==> src/rtl/cmsdk_mcu_rstseq_pkg.sv <==
// rtl/cmsdk_mcu_rstseq_pkg.sv - shared FSM encoding and reset-cause bit indices
//
// Purpose : state encoding for the reset sequencer FSM and the bit positions
//           used in the sticky RSTCAUSE register.
// Ports   : none (package).
package cmsdk_mcu_rstseq_pkg;

  // HOLD    : HRESETn/PRESETn held low while the hold counter drains
  // STAGGER : peripheral channels released one per cycle
  // RUN     : normal operation, per-channel software resets honoured
  typedef enum logic [1:0] {
    ST_HOLD    = 2'd0,
    ST_STAGGER = 2'd1,
    ST_RUN     = 2'd2
  } rstseq_state_t;

  localparam int unsigned RSTCAUSE_W      = 3;
  localparam int unsigned RSTCAUSE_POR    = 0;
  localparam int unsigned RSTCAUSE_SYSREQ = 1;
  localparam int unsigned RSTCAUSE_LOCKUP = 2;

  // Value of the cause register straight out of power-on reset.
  function automatic logic [RSTCAUSE_W-1:0] rstcause_por_value();
    logic [RSTCAUSE_W-1:0] v;
    v = '0;
    v[RSTCAUSE_POR] = 1'b1;
    return v;
  endfunction

endpackage

==> src/rtl/cmsdk_mcu_rst_sync.sv <==
// rtl/cmsdk_mcu_rst_sync.sv - 2-flop reset deassertion synchroniser
//
// Purpose : asserts its output asynchronously with rst and releases it
//           synchronously, on the 2nd clk edge after rst falls.
// Ports   : clk      - sampling clock
//           rst      - asynchronous active-high reset
//           sync_out - synchronised active-low reset (flop output)
module cmsdk_mcu_rst_sync (
  input  logic clk,
  input  logic rst,
  output logic sync_out
);

  logic meta;

  always_ff @(posedge clk or posedge rst) begin
    if (rst) begin
      meta     <= 1'b0;
      sync_out <= 1'b0;
    end else begin
      meta     <= 1'b1;
      sync_out <= meta;
    end
  end

endmodule

==> src/rtl/cmsdk_mcu_rstseq.sv <==
// rtl/cmsdk_mcu_rstseq.sv - MCU reset sequencer with staggered peripheral release and PCLK divider
//
// Purpose : generates power-on, system, debug and per-peripheral resets from
//           SYSRST and the core's reset requests, records the reset cause and
//           produces the PCLK enable for the AHB-to-APB bridge.
// Ports   : FCLK           - free-running clock, all logic on rising edge
//           SYSRST         - asynchronous active-high reset
//           SYSRESETREQ    - system reset request from the core
//           DBGRESETREQ    - debug reset request
//           LOCKUP         - core lockup status
//           LOCKUPRESET    - enables reset on lockup
//           PRST_REQ       - per-peripheral software reset request (level)
//           PCLKDIV        - PCLK divide ratio minus one
//           APBACTIVE      - APB transfer in progress
//           RSTCAUSE_CLR   - single-cycle clear of RSTCAUSE
//           PORESETn       - power-on reset, active low
//           HRESETn        - system/AHB reset, active low
//           DBGRESETn      - debug reset, active low
//           PRESETn        - per-channel peripheral resets, active low
//           PCLKEN         - PCLK enable (registered)
//           PCLKGEN        - gated PCLK enable, PCLKEN & APBACTIVE
//           RSTCAUSE       - sticky cause {lockup, sysresetreq, power-on}
module cmsdk_mcu_rstseq
  import cmsdk_mcu_rstseq_pkg::*;
#(
  parameter int NUM_PRST = 4,
  parameter int DIV_W    = 4,
  parameter int RST_HOLD = 16
) (
  input  logic                  FCLK,
  input  logic                  SYSRST,
  input  logic                  SYSRESETREQ,
  input  logic                  DBGRESETREQ,
  input  logic                  LOCKUP,
  input  logic                  LOCKUPRESET,
  input  logic [NUM_PRST-1:0]   PRST_REQ,
  input  logic [DIV_W-1:0]      PCLKDIV,
  input  logic                  APBACTIVE,
  input  logic                  RSTCAUSE_CLR,
  output logic                  PORESETn,
  output logic                  HRESETn,
  output logic                  DBGRESETn,
  output logic [NUM_PRST-1:0]   PRESETn,
  output logic                  PCLKEN,
  output logic                  PCLKGEN,
  output logic [RSTCAUSE_W-1:0] RSTCAUSE
);

  localparam int         CNT_W     = 8;
  localparam logic [7:0] HOLD_INIT = 8'(RST_HOLD - 1);

  rstseq_state_t         state;
  logic [CNT_W-1:0]      hold_cnt;
  logic [DIV_W-1:0]      div_cnt;
  logic [DIV_W-1:0]      div_nxt;
  logic                  lock_req;
  logic                  sys_req;
  logic [NUM_PRST:0]     prst_ext;
  logic [NUM_PRST-1:0]   prst_shift;
  logic [RSTCAUSE_W-1:0] cause_set;

  // Power-on reset: deassertion synchronised to FCLK.
  cmsdk_mcu_rst_sync u_por_sync (
    .clk      (FCLK),
    .rst      (SYSRST),
    .sync_out (PORESETn)
  );

  assign lock_req = LOCKUP & LOCKUPRESET;
  assign sys_req  = SYSRESETREQ | lock_req;

  // One more channel released per cycle: shift a 1 in from channel 0.
  assign prst_ext   = {PRESETn, 1'b1};
  assign prst_shift = prst_ext[NUM_PRST-1:0];

  // ---------------------------------------------------------------------
  // Sequencer FSM
  // ---------------------------------------------------------------------
  always_ff @(posedge FCLK or posedge SYSRST) begin
    if (SYSRST) begin
      state     <= ST_HOLD;
      hold_cnt  <= HOLD_INIT;
      HRESETn   <= 1'b0;
      DBGRESETn <= 1'b0;
      PRESETn   <= '0;
    end else begin
      case (state)
        ST_HOLD: begin
          // A request while holding restarts the full hold period.
          if (sys_req) begin
            hold_cnt <= HOLD_INIT;
          end else if (PORESETn) begin
            if (hold_cnt == '0) begin
              HRESETn   <= 1'b1;
              DBGRESETn <= 1'b1;
              PRESETn   <= NUM_PRST'(1);
              state     <= (NUM_PRST == 1) ? ST_RUN : ST_STAGGER;
            end else begin
              hold_cnt <= hold_cnt - CNT_W'(1);
            end
          end
        end

        ST_STAGGER: begin
          if (sys_req) begin
            HRESETn  <= 1'b0;
            PRESETn  <= '0;
            hold_cnt <= HOLD_INIT;
            state    <= ST_HOLD;
          end else begin
            PRESETn <= prst_shift;
            if (&prst_shift) begin
              state <= ST_RUN;
            end
          end
        end

        ST_RUN: begin
          // Debug reset follows its request only once the system is running;
          // system resets leave it untouched.
          DBGRESETn <= ~DBGRESETREQ;
          if (sys_req) begin
            HRESETn  <= 1'b0;
            PRESETn  <= '0;
            hold_cnt <= HOLD_INIT;
            state    <= ST_HOLD;
          end else begin
            PRESETn <= ~PRST_REQ;
          end
        end

        default: begin
          state <= ST_HOLD;
        end
      endcase
    end
  end

  // ---------------------------------------------------------------------
  // Sticky reset cause. New causes win over a simultaneous clear.
  // ---------------------------------------------------------------------
  always_comb begin
    cause_set                  = '0;
    cause_set[RSTCAUSE_SYSREQ] = SYSRESETREQ;
    cause_set[RSTCAUSE_LOCKUP] = lock_req;
  end

  always_ff @(posedge FCLK or posedge SYSRST) begin
    if (SYSRST) begin
      RSTCAUSE <= rstcause_por_value();
    end else begin
      RSTCAUSE <= (RSTCAUSE & {RSTCAUSE_W{~RSTCAUSE_CLR}}) | cause_set;
    end
  end

  // ---------------------------------------------------------------------
  // PCLK divider. PCLKEN is registered alongside the counter so that it is
  // always equal to (div_cnt == 0); PCLKDIV is only sampled on reload.
  // ---------------------------------------------------------------------
  assign div_nxt = (div_cnt == '0) ? PCLKDIV : (div_cnt - DIV_W'(1));

  always_ff @(posedge FCLK or posedge SYSRST) begin
    if (SYSRST) begin
      div_cnt <= '0;
      PCLKEN  <= 1'b1;
    end else begin
      div_cnt <= div_nxt;
      PCLKEN  <= (div_nxt == '0);
    end
  end

  assign PCLKGEN = PCLKEN & APBACTIVE;

endmodule

==> config.mk <==
export PLATFORM = sky130hd
export DESIGN_NAME = cmsdk_mcu_rstseq
export DESIGN_NICKNAME = d
export VERILOG_FILES = /design/src/rtl/cmsdk_mcu_rstseq_pkg.sv /design/src/rtl/cmsdk_mcu_rst_sync.sv /design/src/rtl/cmsdk_mcu_rstseq.sv
export SDC_FILE = /design/constraint.sdc
export NUM_CORES = 1
export LEC_CHECK = 0
export ABC_AREA = 1
export ABC_CLOCK_PERIOD_IN_PS = 2600
export BUFFER_PORTS_ARGS = -buffer_cell sky130_fd_sc_hd__buf_2
export CORE_MARGIN = 2
export CORE_UTILIZATION = 45
export CTS_CLUSTER_SIZE = 24
export DETAILED_ROUTE_END_ITERATION = 8
export PLACE_DENSITY_LB_ADDON = 0.12
export SYNTH_ARGS = -nofsm -noshare
export SYNTH_HDL_FRONTEND = slang
export SYNTH_SLANG_ARGS = --single-unit
==> constraint.sdc <==
create_clock -name FCLK -period 2.6 [get_ports FCLK]
set_input_delay 0.13 -clock FCLK [delete_from_list [all_inputs] [get_ports FCLK]]
set_output_delay 0.13 -clock FCLK [all_outputs]
set_load 0.02 [all_outputs]
==> impl_metrics.toml <==
[layout]
n_fill_cell = 336
syn2layout_area_growth_pct = 16.1
diodes = 0
drive_gt1_share_pct = 23.1
fin_util_pct = 54.1
fin_nets = 253

[logic_synthesis]
synth_compound_area_share_pct = 9.65
ys.flop_type = "dfrtp_1"
synth-edff-count = 0
synth_cell_types = 31
synthMuxAreaShare_pct = 0
synthAdderAreaFrac_pct = 5.63
async_reset_ff_share_pct = 100
yosys_warnings = 0
synth_xor_area_share_pct = 1.13
synth.area.top_cells = "dfrtp_1 (32%), nand2_1 (14%), dfstp_2 (10%)"
synth_top_family_by_area = "simple AND/OR/NAND/NOR gates"
ys_ff_latch = 26
syn_nets = 222
yosysSeqAreaShare_pct = 42.3
synth_area_um2 = 1560
synth_commonest_cells = "nand2_1 (58), inv_1 (30), dfrtp_1 (20)"
syn_inst = 199
synth.top_cell.area_share_pct = 32.2
avgSynthCellArea_um2 = 7.82
synth.largest_area_cell = "dfrtp_1"
synth-simple-area-share_pct = 32.9
yosysMostFrequentCell = "nand2_1"

[detailed_routing]
final_antenna_net_count = 0
via_per_inst = 5.04
totalWireLength_um = 3250
first_iter_violations = 76
route.detailed.drc = 0
avgRoutedWirePerCell_um = 11.8
first_pass_iters = 4
num_vias = 1387

[critical_path]
path_cells = "inv_1 > ha_1 > nor2_1 > nand2_4 > a21oi_4 > nand2_1 > nand2_1"
cp_top_family = "simple AND/OR/NAND/NOR gates"
reg2reg_to = "hold_cnt[1]"
crit_path_top_delay_cell = "ha_1"
worstPathRequired_ns = 2.88
r2r_cells = 7
crit_fanout = 12
path_buf_inv = 1
setup.worst_path.start = "state[0]"
max_stage_delay_ns = 0.45
cp.arrival_ns = 2.03
path_common_cell = "nand2_1"
critPathKind = "flop to flop"
critPathCaptureType = "flop"
timing.critical_path.from_type = "flop"
reg2reg_setup_slack_ns = 0.85
rr_startpoint = "state[0]"

[floorplan]
start_util_pct = 46.6
fp.dieArea_um2 = 3950
io_pins = 28
core_um2 = 3340
die_w_um = 62.8
num_rows = 21
die_h_um = 62.8

[power]
pwr-share-clk_pct = 18.5
seq_power_share_pct = 39.3
switching_share_pct = 41.0
p_int_mw = 0.921
p_leak_nw = 0.969
power_frac_comb_pct = 42.2
ir_drop_uv = 532
p_switching_mw = 0.639
powerDensity_nw_per_um2 = 864

[clock_network]
clk_pin_slew_ns = 0.16
hold_buffers = 2
clockBufferDepth = 2
post_cts_resized = 0
htree_levels = 1
root_buffer = "clkbuf_4"
cts_buffers = 3
postCtsSetupBuffers = 0
cts_tree = "built"
cts.sinks = 26
clkLatencyLatePin_ns = 0.33

[timing]
min_period_ns = 1.75
slew_violations = 0
finalSetupViolations = 0
worst_pin_slew_ns = 0.975
slew_headroom_pct = 34.9
worst_hold_slack_ns = -0.00602
setup_tns_ns = 0
fin_crit_sh_pct = 67.3
max_freq_ghz = 0.572
rsz0062_at_grt = "no"
hold_viol_final = 12
skew_ns = 0.00742

[place]
place_congestion = 0.760
numPortBuffers = 27
dp_hpwl_um = 2430

[hold_path]
worstHoldPathType = "primary input to asynchronous set/reset pin"

[global_routing]
grt-ovfl-total = 0
grt_pass1_wl_um = 5770
grt_util_all_layers_pct = 18.2
grt_max_degree = 27
first_global_vias = 1315
antenna_found_initial = 0

[run_status]
outcome = "finished with violations"
violations = "hold timing"

[flow_run]
cap_violations = 0
==> registers in the layout (all words and copies together) (netlist names) <==
register	cells
div_cnt	4
u_por_sync.sync_out	1
PCLKEN	1
u_por_sync.meta	1
state	2
hold_cnt	8
RSTCAUSE	3
PRESETn	4
HRESETn	1
DBGRESETn	1
==> power by group through the flow <==
stage	Clock, mW	Combinational (mW)	Sequential [mW]
after floorplan	0	0.472	0.648
after global placement	0	0.634	0.619
after detailed placement	0	0.659	0.622
after CTS	0.292	0.667	0.613
after global routing	0.307	0.765	0.628
final	0.288	0.659	0.614
==> area by class of cell <==
class	count	area, µm²	area share (%)
Timing Repair Buffer	29	155	8.59
Clock inverter	1	30.0	1.66
Inverter	30	113	6.23
Multi-Input combinational cell	140	771	42.7
Sequential cell	26	658	36.4
Tap cell	46	57.6	3.19
Clock buffer	3	22.5	1.25
==> routing by layer <==
metal / routed length, µm / global-route usage (%) / vias up
li1: - / - / 687
met1: 1430 / 22.8 / 665
met2: 1690 / 33.2 / 30
met3: 91 / 1.62 / 5
met4: 36 / 5.00 / 0
met5: 0 / 0 / -
==> metrics by stage <==
stage / hold WS [ns] / setup WS, ns / instances / total power, mW / instance area (µm²)
final: -0.00602 / 0.851 / 275 / 1.56 / 1810
after CTS: 0.0349 / 0.834 / 275 / 1.57 / 1810
after global placement: 0.270 / 0.986 / 269 / 1.25 / 1730
after floorplan: 0.162 / 1.14 / 199 / 1.12 / 1560
after detailed placement: 0.284 / 0.885 / 269 / 1.28 / 1730
after global routing: 0.0563 / 0.639 / 275 / 1.70 / 1810
==> how the worst max path moves through the flow <==
stage | slack, ns | cells after the start | to
finish | 0.85 | 7 | hold_cnt[1]
global route | 0.64 | 9 | PRESETn[3]
CTS | 0.83 | 7 | hold_cnt[1]
detailed placement | 0.89 | 7 | hold_cnt[1]
global placement | 0.99 | 8 | hold_cnt[7]
floorplan | 1.14 | 6 | PRESETn[0]
==> cell usage in the layout, fill, tap and decap left out, drive strengths merged <==
| cell type | netlist | layout |
|---|---|---|
| nand2 | 63 | 63 |
| dlygate4sd3 | 0 | 2 |
| nor3 | 1 | 1 |
| clkbuf | 1 | 3 |
| nand4 | 6 | 6 |
| inv | 30 | 30 |
| o211ai | 1 | 1 |
| o21a | 1 | 1 |
| xnor2 | 1 | 1 |
| xor2 | 1 | 1 |
| or2 | 1 | 1 |
| buf | 2 | 27 |
| o21ai | 14 | 14 |
| o21bai | 1 | 1 |
| nor2 | 17 | 17 |
| bufinv | 0 | 1 |
| o31ai | 1 | 1 |
| dfrtp | 20 | 20 |
| nor3b | 1 | 1 |
| and2 | 1 | 1 |
| a21oi | 4 | 4 |
| nand3 | 18 | 18 |
| ha | 7 | 7 |
| conb | 1 | 1 |
| dfstp | 6 | 6 |
==> kinds of logic after synthesis <==
family	count (synthesis)
compound gates	22
flops	26
buf+inv	33
simple gates	108
other cells	1
xor+xnor	2
fa+ha+maj	7
Note: power is estimated with default switching activity, not from simulation.
